### config.mk
export PLATFORM = sky130hd
export DESIGN_NAME = uart_tx_arbiter
export DESIGN_NICKNAME = d
export VERILOG_FILES = /design/src/rtl/uart_tx_arbiter.sv
export SDC_FILE = /design/constraint.sdc
export NUM_CORES = 1
export LEC_CHECK = 0
export ABC_CLOCK_PERIOD_IN_PS = 2900
export CORE_MARGIN = 2
export CORE_UTILIZATION = 49
export DETAILED_ROUTE_END_ITERATION = 8
export HOLD_SLACK_MARGIN = 0.03
export PLACE_DENSITY = 0.8
export SYNTH_ARGS = -nofsm -noshare
export SYNTH_HDL_FRONTEND = slang
export SYNTH_SLANG_ARGS = --single-unit
### constraint.sdc
create_clock -name clock_i -period 2.9 [get_ports clock_i]
set_input_delay 0.435 -clock clock_i [delete_from_list [all_inputs] [get_ports clock_i]]
set_output_delay 0.435 -clock clock_i [all_outputs]
set_load 0.01 [all_outputs]
### src/rtl/uart_tx_arbiter.sv
// ---------------------------------------------------------------------------
// uart_tx_arbiter
//   Shares one UART transmitter between several byte-stream sources. A source
//   raises its lock line for a whole message and, once granted, owns the
//   transmitter exclusively. Locks are granted round-robin. Each source sees a
//   private busy flag that rises on the cycle after its strobe is accepted and
//   stays high until the UART has finished the byte. This closes the gap
//   between a strobe and the UART raising tx_busy.
//
// Ports
//   clock_i        system clock, rising edge
//   reset_i        synchronous, active-high
//   req_lock_i     per-source lock, held high for a whole message
//   req_valid_i    per-source 1-cycle strobe: send req_byte_i[8*i +: 8]
//   req_byte_i     packed bytes, source i at [8*i +: 8]
//   req_tx_busy_o  per-source busy; low only for the owner when it may strobe
//   grant_o        one-hot owner, all-zero when idle
//   tx_start_o     1-cycle strobe to the UART
//   tx_byte_o      byte to the UART, stable until the next accepted byte
//   tx_busy_i      UART busy
//   timeout_err_o  sticky: the UART failed to acknowledge a tx_start in time
//   drop_count_o   saturating count of cycles with a rejected strobe
// ---------------------------------------------------------------------------
module uart_tx_arbiter #(
  parameter int NUM_REQ     = 3,
  parameter int ACK_TIMEOUT = 15
) (
  input  logic                 clock_i,
  input  logic                 reset_i,
  input  logic [NUM_REQ-1:0]   req_lock_i,
  input  logic [NUM_REQ-1:0]   req_valid_i,
  input  logic [8*NUM_REQ-1:0] req_byte_i,
  output logic [NUM_REQ-1:0]   req_tx_busy_o,
  output logic [NUM_REQ-1:0]   grant_o,
  output logic                 tx_start_o,
  output logic [7:0]           tx_byte_o,
  input  logic                 tx_busy_i,
  output logic                 timeout_err_o,
  output logic [7:0]           drop_count_o
);

  localparam int IDX_W = (NUM_REQ > 1) ? $clog2(NUM_REQ) : 1;

  typedef enum logic [1:0] {
    IDLE,
    OWNED,
    WAIT_BUSY,
    DRAIN
  } state_e;

  state_e               state_q;
  logic [IDX_W-1:0]     owner_q;
  logic [IDX_W-1:0]     rr_ptr_q;
  logic [NUM_REQ-1:0]   grant_q;
  logic [NUM_REQ-1:0]   req_tx_busy_q;
  logic                 tx_start_q;
  logic [7:0]           tx_byte_q;
  logic [7:0]           ack_cnt_q;
  logic                 timeout_err_q;
  logic [7:0]           drop_count_q;

  logic                 pick_found;
  logic [IDX_W-1:0]     pick_idx;
  logic [IDX_W-1:0]     cand;
  int                   idx;
  logic [IDX_W-1:0]     rr_next;
  logic                 owner_lock;
  logic                 owner_valid;
  logic                 accept;
  logic                 reject;

  // Round-robin pick: scan offsets from the highest down so the first set
  // lock at the lowest offset from rr_ptr_q is the one that sticks.
  // NOTE: every variable gets a default before the loop; a path that leaves
  // one unassigned would make synthesis infer a latch.
  always_comb begin
    pick_found = 1'b0;
    pick_idx   = '0;
    cand       = '0;
    idx        = 0;
    for (int i = NUM_REQ - 1; i >= 0; i--) begin
      idx = int'(rr_ptr_q) + i;
      if (idx >= NUM_REQ) idx = idx - NUM_REQ;
      cand = IDX_W'(idx);
      if (req_lock_i[cand]) begin
        pick_found = 1'b1;
        pick_idx   = cand;
      end
    end
  end

  assign rr_next     = (owner_q == IDX_W'(NUM_REQ - 1)) ? '0 : owner_q + 1'b1;
  assign owner_lock  = req_lock_i[owner_q];
  assign owner_valid = req_valid_i[owner_q];

  // Only the owner's busy bit can ever be low, and only in OWNED, so a strobe
  // is accepted exactly when it hits a low busy bit and rejected otherwise.
  assign accept = |(req_valid_i & ~req_tx_busy_q);
  assign reject = |(req_valid_i & req_tx_busy_q);

  // NOTE: sequential state uses non-blocking assignments only, so every
  // branch below reads the pre-edge values regardless of statement order.
  always_ff @(posedge clock_i) begin
    if (reset_i) begin
      state_q       <= IDLE;
      owner_q       <= '0;
      rr_ptr_q      <= '0;
      grant_q       <= '0;
      req_tx_busy_q <= '1;
      tx_start_q    <= 1'b0;
      tx_byte_q     <= 8'h00;
      ack_cnt_q     <= 8'h00;
      timeout_err_q <= 1'b0;
      drop_count_q  <= 8'h00;
    end else begin
      tx_start_q    <= 1'b0;
      req_tx_busy_q <= '1;

      if (reject && (drop_count_q != 8'hFF)) drop_count_q <= drop_count_q + 8'd1;

      unique case (state_q)
        IDLE: begin
          // Never hand out a grant while a byte (possibly from before a
          // reset) is still leaving the UART.
          if (pick_found && !tx_busy_i) begin
            owner_q                 <= pick_idx;
            grant_q                 <= NUM_REQ'(1) << pick_idx;
            req_tx_busy_q[pick_idx] <= 1'b0;
            state_q                 <= OWNED;
          end
        end

        OWNED: begin
          if (accept) begin
            tx_byte_q  <= req_byte_i[{owner_q, 3'b000} +: 8];
            tx_start_q <= 1'b1;
            ack_cnt_q  <= 8'(ACK_TIMEOUT);
            state_q    <= WAIT_BUSY;
          end else if (!owner_lock && !owner_valid) begin
            grant_q  <= '0;
            rr_ptr_q <= rr_next;
            state_q  <= IDLE;
          end else if (!tx_busy_i) begin
            req_tx_busy_q[owner_q] <= 1'b0;
          end
        end

        WAIT_BUSY: begin
          if (tx_busy_i) begin
            state_q <= DRAIN;
          end else if (ack_cnt_q <= 8'd1) begin
            // UART never acknowledged: abandon the byte and flag it.
            timeout_err_q <= 1'b1;
            if (owner_lock) begin
              req_tx_busy_q[owner_q] <= 1'b0;
              state_q                <= OWNED;
            end else begin
              grant_q  <= '0;
              rr_ptr_q <= rr_next;
              state_q  <= IDLE;
            end
          end else begin
            ack_cnt_q <= ack_cnt_q - 8'd1;
          end
        end

        DRAIN: begin
          if (!tx_busy_i) begin
            if (owner_lock) begin
              req_tx_busy_q[owner_q] <= 1'b0;
              state_q                <= OWNED;
            end else begin
              grant_q  <= '0;
              rr_ptr_q <= rr_next;
              state_q  <= IDLE;
            end
          end
        end

        default: state_q <= IDLE;
      endcase
    end
  end

  assign req_tx_busy_o = req_tx_busy_q;
  assign grant_o       = grant_q;
  assign tx_start_o    = tx_start_q;
  assign tx_byte_o     = tx_byte_q;
  assign timeout_err_o = timeout_err_q;
  assign drop_count_o  = drop_count_q;

endmodule

==> flow_summary.ini, run 1 <==
[timing]
finalCritPeriodShare_pct = 78.2
tns_ps = 0
setup_viol = 0
clock_skew_ps = 4.69
rsz0062_at_grt = no
slew_headroom_pct = 53.2
fin_crit_ps = 2270
slew_viol_final = 0
finalHoldViolCount = 0
max_freq_mhz = 441
tightest_slew_ps = 699

[placed_design]
dp.cells = 356
gp_congestion = 0.878
dp_hpwl_um = 3930
portBuffers = 56

[setup_path]
crit_family = compound AO/OA/AOI/OAI gates
cp_cell_sequence = clkdlybuf4s50_1 > mux2_2 > a221oi_1 > a21boi_0 > a211oi_1 > o32ai_1
start_kind = primary input
crit_buf_inv = 1
critPathSlowestCell = clkdlybuf4s50_1
end_kind = flop
required_ps = 3060
path_max_fanout = 8
path_class = primary input to flop
arrival_ps = 2430
slowest_delay_ps = 540

[synthesis]
synth_edf_count = 0
ys.flop_type = dfxtp_1
syn_avg_cell_area_um2 = 8.54
yosysTopAreaCellShare_pct = 34.8
netlist_area_mm2 = 0.00219
ys_types = 51
synth_common_cells = 38 x dfxtp_1, 38 x nor2_1, 15 x a21oi_1
synth.yosys.seq_area_share_pct = 34.8
synth_nets = 295
ys_warn_count = 0
synthCells = 256
ys_ff_latch = 38
async_flop_share_pct = 0
synth_largest_area_cell = dfxtp_1
synth_area_leaders = dfxtp_1 35%, nor2_1 6.5%, mux2i_1 5.0%

[drt]
vias = 2106
routedWlPerCell_um = 14.3
first_pass_iters = 4
drc_errors = 0
wl_um = 5200
detail-route-antenna-nets = 0
via_per_inst = 5.79
first_iter_violations = 124

[die]
dieArea_mm2 = 0.00501
start_util_pct = 50.6
io_pins = 57
core_mm2 = 0.00432
die_height_um = 70.8
rows = 24
die_w_um = 70.8

[pwr]
switching_share_pct = 29.5
clkPwrFrac_pct = 29.2
p_switching_mw = 0.383
combPwrFrac_pct = 25.7
ir_drop_uv = 351
p_int_mw = 0.915
seqPwrFrac_pct = 45.1
power.leakage_nw = 1.03
power_density_mw_per_mm2 = 456

[cells_and_area]
fin_nets = 350
syn_to_final_growth_pct = 30.3
diodes = 0
post_route_cells_drive_above_1_share_pct = 6.41
stdcell_count = 364

[grt]
grt_pass1_wl_um = 8880
grt-ovfl-total = 0
grt_pass1_vias = 1968
grt_max_degree = 20
antenna_found_initial = 0
grt_usage_pct = 22.1

[clock_tree]
path_clk_slew_ps = 70
post_cts_resized = 0
cts_hold_buf = 0
cts-root-buf = clkbuf_8
cts_sinks = 38
cts_tree = done
cts-buffers-inserted = 5
cts_setup_buffers = 0
clock_path_buffers = 2
clk_latency_ps = 290
h-tree-depth = 2

[min_path]
hold_path_class = flop to flop

[run]
drv_cap = 0

[run_status]
status = complete, no violations
## worst paths after layout
| kind | to | cells past startpoint | slack (ps) | from |
|---|---|---|---|---|
| setup / recovery | grant_o[0]$_SDFFE_PP0P_ | 6 | 630 | req_lock_i[1] |
| hold / removal | tx_byte_o[0]$_SDFFE_PP0P_ | 2 | 500 | tx_byte_o[0]$_SDFFE_PP0P_ |
| hold reg to reg | tx_byte_o[0]$_SDFFE_PP0P_ | 2 | 500 | tx_byte_o[0]$_SDFFE_PP0P_ |
| setup reg to reg | req_tx_busy_o[0]$_SDFF_PP1_ | 5 | 680 | ack_cnt_q[2]$_SDFFE_PP0P_ |
## through the flow
stage	cell area [µm²]	setup slack [ps]	util (%)	hold slack (ps)	total power, mW
2_1_floorplan	2190	831	-	461	0.800
3_3_place_gp	2750	450	63.7	455	0.921
3_5_place_dp	2750	346	63.7	487	0.929
4_1_cts	2850	644	65.9	498	1.31
5_1_grt	2850	477	65.9	523	1.37
6_report	2850	631	65.9	499	1.30
## final cells by class
cell class,count,area (µm²)
Clock buffer,6,82.6
Inverter,12,45.0
Tap cell,52,65.1
Fill cell,385,1480
Clock inverter,2,12.5
Multi-Input combinational cell,191,1270
Timing Repair Buffer,63,613
Sequential cell,38,761
## sequential cells by signal (all words and copies together) (netlist names)
register	flops
tx_byte_o	8
grant_o	3
drop_count_o	8
ack_cnt_q	8
state_q	2
req_tx_busy_o	3
tx_start_o	1
owner_q	2
timeout_err_o	1
rr_ptr_q	2
## power by group through the flow
stage / clock, mW / sequential [mW] / combinational (mW)
floorplan: 0 / 0.597 / 0.204
global placement: 0 / 0.597 / 0.324
detailed placement: 0 / 0.598 / 0.331
CTS: 0.389 / 0.586 / 0.334
global route: 0.408 / 0.591 / 0.369
finish: 0.379 / 0.586 / 0.333
## worst min-delay path: stages, from the launching register on
cell and delay (ps):
dfxtp_1 310, nor2_1 90, a211oi_1 50
## layout by cell type (no fill, tap or decap), drive strengths merged, types with 3 or more instances in the layout
cell	synthesis	final
dfxtp	38	38
nand4	8	8
nor2	38	38
nor3	8	8
inv	12	12
a211oi	12	12
and3	4	4
nand3	7	7
clkdlybuf4s50	0	56
o21ai	7	7
nand2	7	7
buf	3	7
mux2i	11	11
nand2b	8	8
a31oi	5	5
clkbuf	12	6
a21oi	15	15
a222oi	3	3
ha	6	6
nor2b	3	3
xor2	11	11
## metal layers
layer	global-route usage (%)	vias up	part of all wire (%)
li1	-	1056	-
met1	25.9	964	41
met2	37.1	76	48
met3	6.70	10	8.4
met4	10.5	0	2.3
met5	0	-	0
## logic make-up (layout without fill, tap and decap cells)
family                     after synthesis  in the layout  share of synthesized area [%]
AOI/OAI and AO/OA                       68             68                           22.9
adders and majority gates                6              6                           3.43
and+or+nand+nor                         92             92                           21.0
xor gates and xnor gates                13             13                           5.21
buffers and inverters                   27             83                           7.15
muxes                                   12             12                           5.55
DFF                                     38             38                           34.8
No activity file was read; power rests on OpenSTA's default activity.
==> run 2: changes to the inputs <==
==> config.mk (replaced) <==
export PLATFORM = sky130hd
export DESIGN_NAME = uart_tx_arbiter
export DESIGN_NICKNAME = d
export VERILOG_FILES = /design/src/rtl/uart_tx_arbiter.sv
export SDC_FILE = /design/constraint.sdc
export NUM_CORES = 1
export LEC_CHECK = 0
export ABC_CLOCK_PERIOD_IN_PS = 1900
export CORE_MARGIN = 2
export CORE_UTILIZATION = 44
export DETAILED_ROUTE_END_ITERATION = 8
export HOLD_SLACK_MARGIN = 0.03
export PLACE_DENSITY = 0.76
export SYNTH_ARGS = -nofsm -noshare
export SYNTH_HDL_FRONTEND = slang
export SYNTH_SLANG_ARGS = --single-unit
==> constraint.sdc (replaced) <==
create_clock -name clock_i -period 1.9 [get_ports clock_i]
set_input_delay 0.285 -clock clock_i [delete_from_list [all_inputs] [get_ports clock_i]]
set_output_delay 0.285 -clock clock_i [all_outputs]
set_load 0.01 [all_outputs]
==> flow_summary.ini, run 2 (synthesis gave the netlist of run 1 again) <==
[run_status]
status = finished, violations left
violations = setup timing

[cells_and_area]
mostFrequentLayoutCell = clkdlybuf4s50_1
post_route_cells_drive_above_1_share_pct = 24.6
diodes = 0
fin_util_pct = 70.2
syn_to_final_growth_pct = 52.5
mostFrequentLayoutCells = 55 x clkdlybuf4s50_1, 42 x buf_4, 37 x nor2_1
design_area_mm2 = 0.00334
fin_nets = 387

[setup_path]
critPathSlowestCell = or4_4
crit_start = ack_cnt_q[5]$_SDFFE_PP0P_
slowest_delay_ps = 570
path_max_fanout = 4
arrival_ps = 2260
crit_end = req_tx_busy_o[0]$_SDFF_PP1_
r2r_cells = 5
path_class = flop to flop
required_ps = 2080
timing.rr.end = req_tx_busy_o[0]$_SDFF_PP1_
cp_cell_sequence = or4_4 > o41ai_4 > nand4_1 > a2111o_1 > o32a_1
start_kind = flop
r2r_start = ack_cnt_q[5]$_SDFFE_PP0P_
end_kind = flop
reg2reg_setup_slack_ps = -180

[placed_design]
placed_cell_area_mm2 = 0.00303
portBuffers = 56
dp_hpwl_um = 4140
gp_congestion = 0.906

[timing]
holdWs_ps = 486
finalCritPeriodShare_pct = 110
fin_crit_ps = 2080
clock_skew_ps = 7.41
setup_viol = 5
rsz0062_at_grt = yes
tns_ps = -549
slew_viol_final = 0
fin_ws_ps = -184
tightest_slew_ps = 468
finalHoldViolCount = 0
max_freq_mhz = 480
slew_headroom_pct = 68.8

[drt]
drc_errors = 0
detail-route-antenna-nets = 0
first_iter_violations = 154
routedWlPerCell_um = 13.5
first_pass_iters = 4
wl_um = 5620
via_per_inst = 5.37
vias = 2233

[pwr]
power.leakage_nw = 1.27
power_density_mw_per_mm2 = 674
ir_drop_uv = 465
total_power_mw = 2.25

[clock_tree]
cts_hold_buf = 0
h-tree-depth = 2
cts-root-buf = clkbuf_8
path_clk_slew_ps = 80
clock_path_buffers = 2
clk_latency_ps = 290
cts-buffers-inserted = 5
cts_sinks = 38
cts_tree = done

[die]
core_mm2 = 0.00475
rows = 25
io_pins = 57
die_height_um = 74.5
dieArea_mm2 = 0.00555
start_util_pct = 46.0
die_w_um = 74.5

[grt]
grt-ovfl-total = 0
grt_pass1_vias = 2099
grt_usage_pct = 21.4
antenna_found_initial = 0
grt_pass1_wl_um = 9250
grt_max_degree = 25

[min_path]
hold_path_class = flop to flop
whs_path_depth = 2

[run]
drv_cap = 0
[run 2: cell types whose count changed in the layout (fill, tap and decap cells not counted), sizes merged]
| cell | delta |
|---|---|
| clkdlybuf4s50 | -1 |
| clkbuf | -1 |
| buf | +37 |
| dlymetal6s2s | +1 |
| clkinvlp | -1 |
| clkinv | +1 |
| bufinv | +1 |
[run 2: per-stage QoR]
step / worst slack, ps / cells
after global placement: -294 / 404
after floorplan: -14.8 / 256
after CTS: -121 / 415
after detailed placement: -332 / 404
final: -184 / 416
after global routing: -237 / 416
[run 2: worst max-delay path: cells and delay by family (launching register included)]
family / cells / cell delay, ps
flip-flops: 1 / 320
AND/OR/NAND/NOR: 2 / 720
AO/OA/AOI/OAI: 3 / 930
[run 2: area by class of cell]
| type | count | area, µm² |
|---|---|---|
| inverter | 12 | 45.0 |
| clock buffer | 5 | 68.8 |
| clock inverter | 3 | 40.0 |
| fill | 388 | 1420 |
| tap | 67 | 83.8 |
| timing repair buffer | 100 | 895 |
| sequential | 38 | 769 |
| multi-input combinational | 191 | 1430 |
[run 2: routing by layer]
| metal | global-route usage [%] | part of all wire, % | up-vias |
|---|---|---|---|
| met1 | 25.6 | 44 | 1027 |
| met2 | 37.2 | 48 | 68 |
| met3 | 5.83 | 6.2 | 15 |
| met5 | 0 | 0 | - |
| met4 | 7.14 | 2.2 | 0 |
| li1 | - | - | 1123 |
[run 2: what timing repair did]
item                                    CTS  global route
buffers inserted                          2             1
pin swaps                                16            16
resized for setup                        15            26
gates cloned                              1             0
endpoints found under the setup margin   14            23
[run 2: worst min path at each step]
| stage | from | to |
|---|---|---|
| 6_report | timeout_err_o$_SDFFE_PP0P_ | timeout_err_o$_SDFFE_PP0P_ |
| 5_1_grt | tx_byte_o[7]$_SDFFE_PP0P_ | tx_byte_o[7]$_SDFFE_PP0P_ |
| 4_1_cts | rr_ptr_q[0]$_SDFFE_PP0P_ | rr_ptr_q[0]$_SDFFE_PP0P_ |
| 3_5_place_dp | timeout_err_o$_SDFFE_PP0P_ | timeout_err_o$_SDFFE_PP0P_ |
| 3_3_place_gp | timeout_err_o$_SDFFE_PP0P_ | timeout_err_o$_SDFFE_PP0P_ |
| 2_1_floorplan | rr_ptr_q[0]$_SDFFE_PP0P_ | rr_ptr_q[0]$_SDFFE_PP0P_ |
[run 2: report_power, final]
group	total [mW]	leakage (nW)	switching [mW]	internal [mW]
registers	0.884	0.310	0.0409	0.843
logic	0.685	0.900	0.315	0.370
clock network	0.678	0.0579	0.292	0.386
total	2.25	1.27	0.648	1.60
==> run 3: changes to the inputs <==
--- a/config.mk
+++ b/config.mk
@@ -7,10 +7,10 @@
 export LEC_CHECK = 0
 export ABC_CLOCK_PERIOD_IN_PS = 1900
 export CORE_MARGIN = 2
-export CORE_UTILIZATION = 44
+export CORE_UTILIZATION = 30
+export CTS_CLUSTER_DIAMETER = 150
 export DETAILED_ROUTE_END_ITERATION = 8
 export HOLD_SLACK_MARGIN = 0.03
-export PLACE_DENSITY = 0.76
 export SYNTH_ARGS = -nofsm -noshare
 export SYNTH_HDL_FRONTEND = slang
 export SYNTH_SLANG_ARGS = --single-unit
==> flow_summary.ini, run 3 (synthesis gave the netlist of run 1 again) <==
[run_status]
status = finished, violations left
violations = setup timing

[clock_tree]
cts_tree = done
clk_latency_ps = 290
clock_path_buffers = 2
path_clk_slew_ps = 80
cts-buffers-inserted = 5
h-tree-depth = 2
cts_sinks = 38
cts-root-buf = clkbuf_8

[cells_and_area]
stdcell_count = 447
multi_input_area_mm2 = 0.00142
final.fill_count = 718
mostFrequentLayoutCell = clkdlybuf4s50_1
seq_area_um2 = 768
mostFrequentLayoutCells = 55 x clkdlybuf4s50_1, 38 x buf_4, 37 x nor2_1
syn_to_final_growth_pct = 53.9
fin_util_pct = 47.2
post_route_cells_drive_above_1_share_pct = 23.6
design_area_mm2 = 0.00337
diodes = 0
fin_nets = 386

[die]
dieArea_mm2 = 0.00799
start_util_pct = 30.6
die_height_um = 89.4
rows = 31
die_w_um = 89.4
io_pins = 57
core_mm2 = 0.00714

[placed_design]
dp.cells = 437
post-place-ws_ps = -305
gp_congestion = 0.852
dp_hpwl_um = 4450
portBuffers = 56
placed_cell_area_mm2 = 0.00309

[pwr]
total_power_mw = 2.14
power_density_mw_per_mm2 = 636
combPwrFrac_pct = 30.8
switching_share_pct = 30.2
ir_drop_uv = 334
seqPwrFrac_pct = 41.4
p_switching_mw = 0.646
p_int_mw = 1.49
clkPwrFrac_pct = 27.8
power.leakage_nw = 1.26

[grt]
grt_max_degree = 24
grt_usage_pct = 15.5
grt_pass1_wl_um = 9800
antenna_found_initial = 0
grt-ovfl-total = 0
grt_pass1_vias = 2125

[timing]
finalCritPeriodShare_pct = 105
rsz0062_at_grt = yes
clock_skew_ps = 3.95
setup_viol = 7
tns_ps = -297
finalHoldViolCount = 0
holdWs_ps = 475
tightest_slew_ps = 498
fin_crit_ps = 2000
slew_viol_final = 0
fin_ws_ps = -97.7
max_freq_mhz = 501
slew_headroom_pct = 66.8

[setup_path]
arrival_ps = 2180
path_max_fanout = 4
end_kind = flop
start_kind = flop
path_class = flop to flop
required_ps = 2090

[drt]
routedWlPerCell_um = 13.7
vias = 2199
drc_errors = 0
first_pass_iters = 5
first_iter_violations = 79
via_per_inst = 4.92
detail-route-antenna-nets = 0
wl_um = 6130

[min_path]
hold_path_class = flop to flop

[run]
drv_cap = 0
## run 3: cell types whose count changed in the layout (fill, tap and decap cells not counted), sizes merged
cell,delta
buf,-1
clkbuf,+2
bufinv,-1
clkinv,-1
## run 3: power groups by stage
stage                     Sequential (mW)  Clock [mW]  Combinational, mW
after floorplan                     0.911           0              0.314
after global placement              0.902           0              0.601
after detailed placement            0.901           0              0.605
after CTS                           0.884       0.614              0.626
after global routing                0.896       0.645              0.722
final                               0.887       0.595              0.659
## run 3: final cells by class
type                    count  share of cell area [%]
flip-flops and latches     38                    22.8
clock buffers               7                    2.56
multi-input cells         191                    42.3
clock inverters             1                   0.149
inverters                  12                    1.41
well taps                  99                    3.68
repair buffers             99                    27.1
## run 3: worst paths after layout
path                            cells past startpoint  slack [ps]                     endpoint                       start
worst min register to register                      2         470   timeout_err_o$_SDFFE_PP0P_  timeout_err_o$_SDFFE_PP0P_
worst max-delay path                                5        -100  req_tx_busy_o[0]$_SDFF_PP1_   ack_cnt_q[5]$_SDFFE_PP0P_
worst max register to register                      5        -100  req_tx_busy_o[0]$_SDFF_PP1_   ack_cnt_q[5]$_SDFFE_PP0P_
worst min-delay path                                2         470   timeout_err_o$_SDFFE_PP0P_  timeout_err_o$_SDFFE_PP0P_
## run 3: what timing repair did
item / CTS / global route
pin swaps: 7 / 19
hold buffers: 0 / 0
buffers inserted: 2 / 0
gates resized for setup: 15 / 28
endpoints found under the setup margin: 11 / 22
## run 3: layer usage
metal  vias to the layer above  track usage [%]  routed length, µm
li1                       1116                -                  -
met3                         5             3.60                231
met2                        42             25.6               2940
met1                      1036             20.4               2900
met5                         -                0                  0
met4                         0             3.80                 59
## run 3: critical path, cell delays in order, from the launching register on
cell and delay (ps):
dfxtp_2 320, or4_4 570, o41ai_4 280, nand4_1 130, a2111o_1 420, o32a_1 160
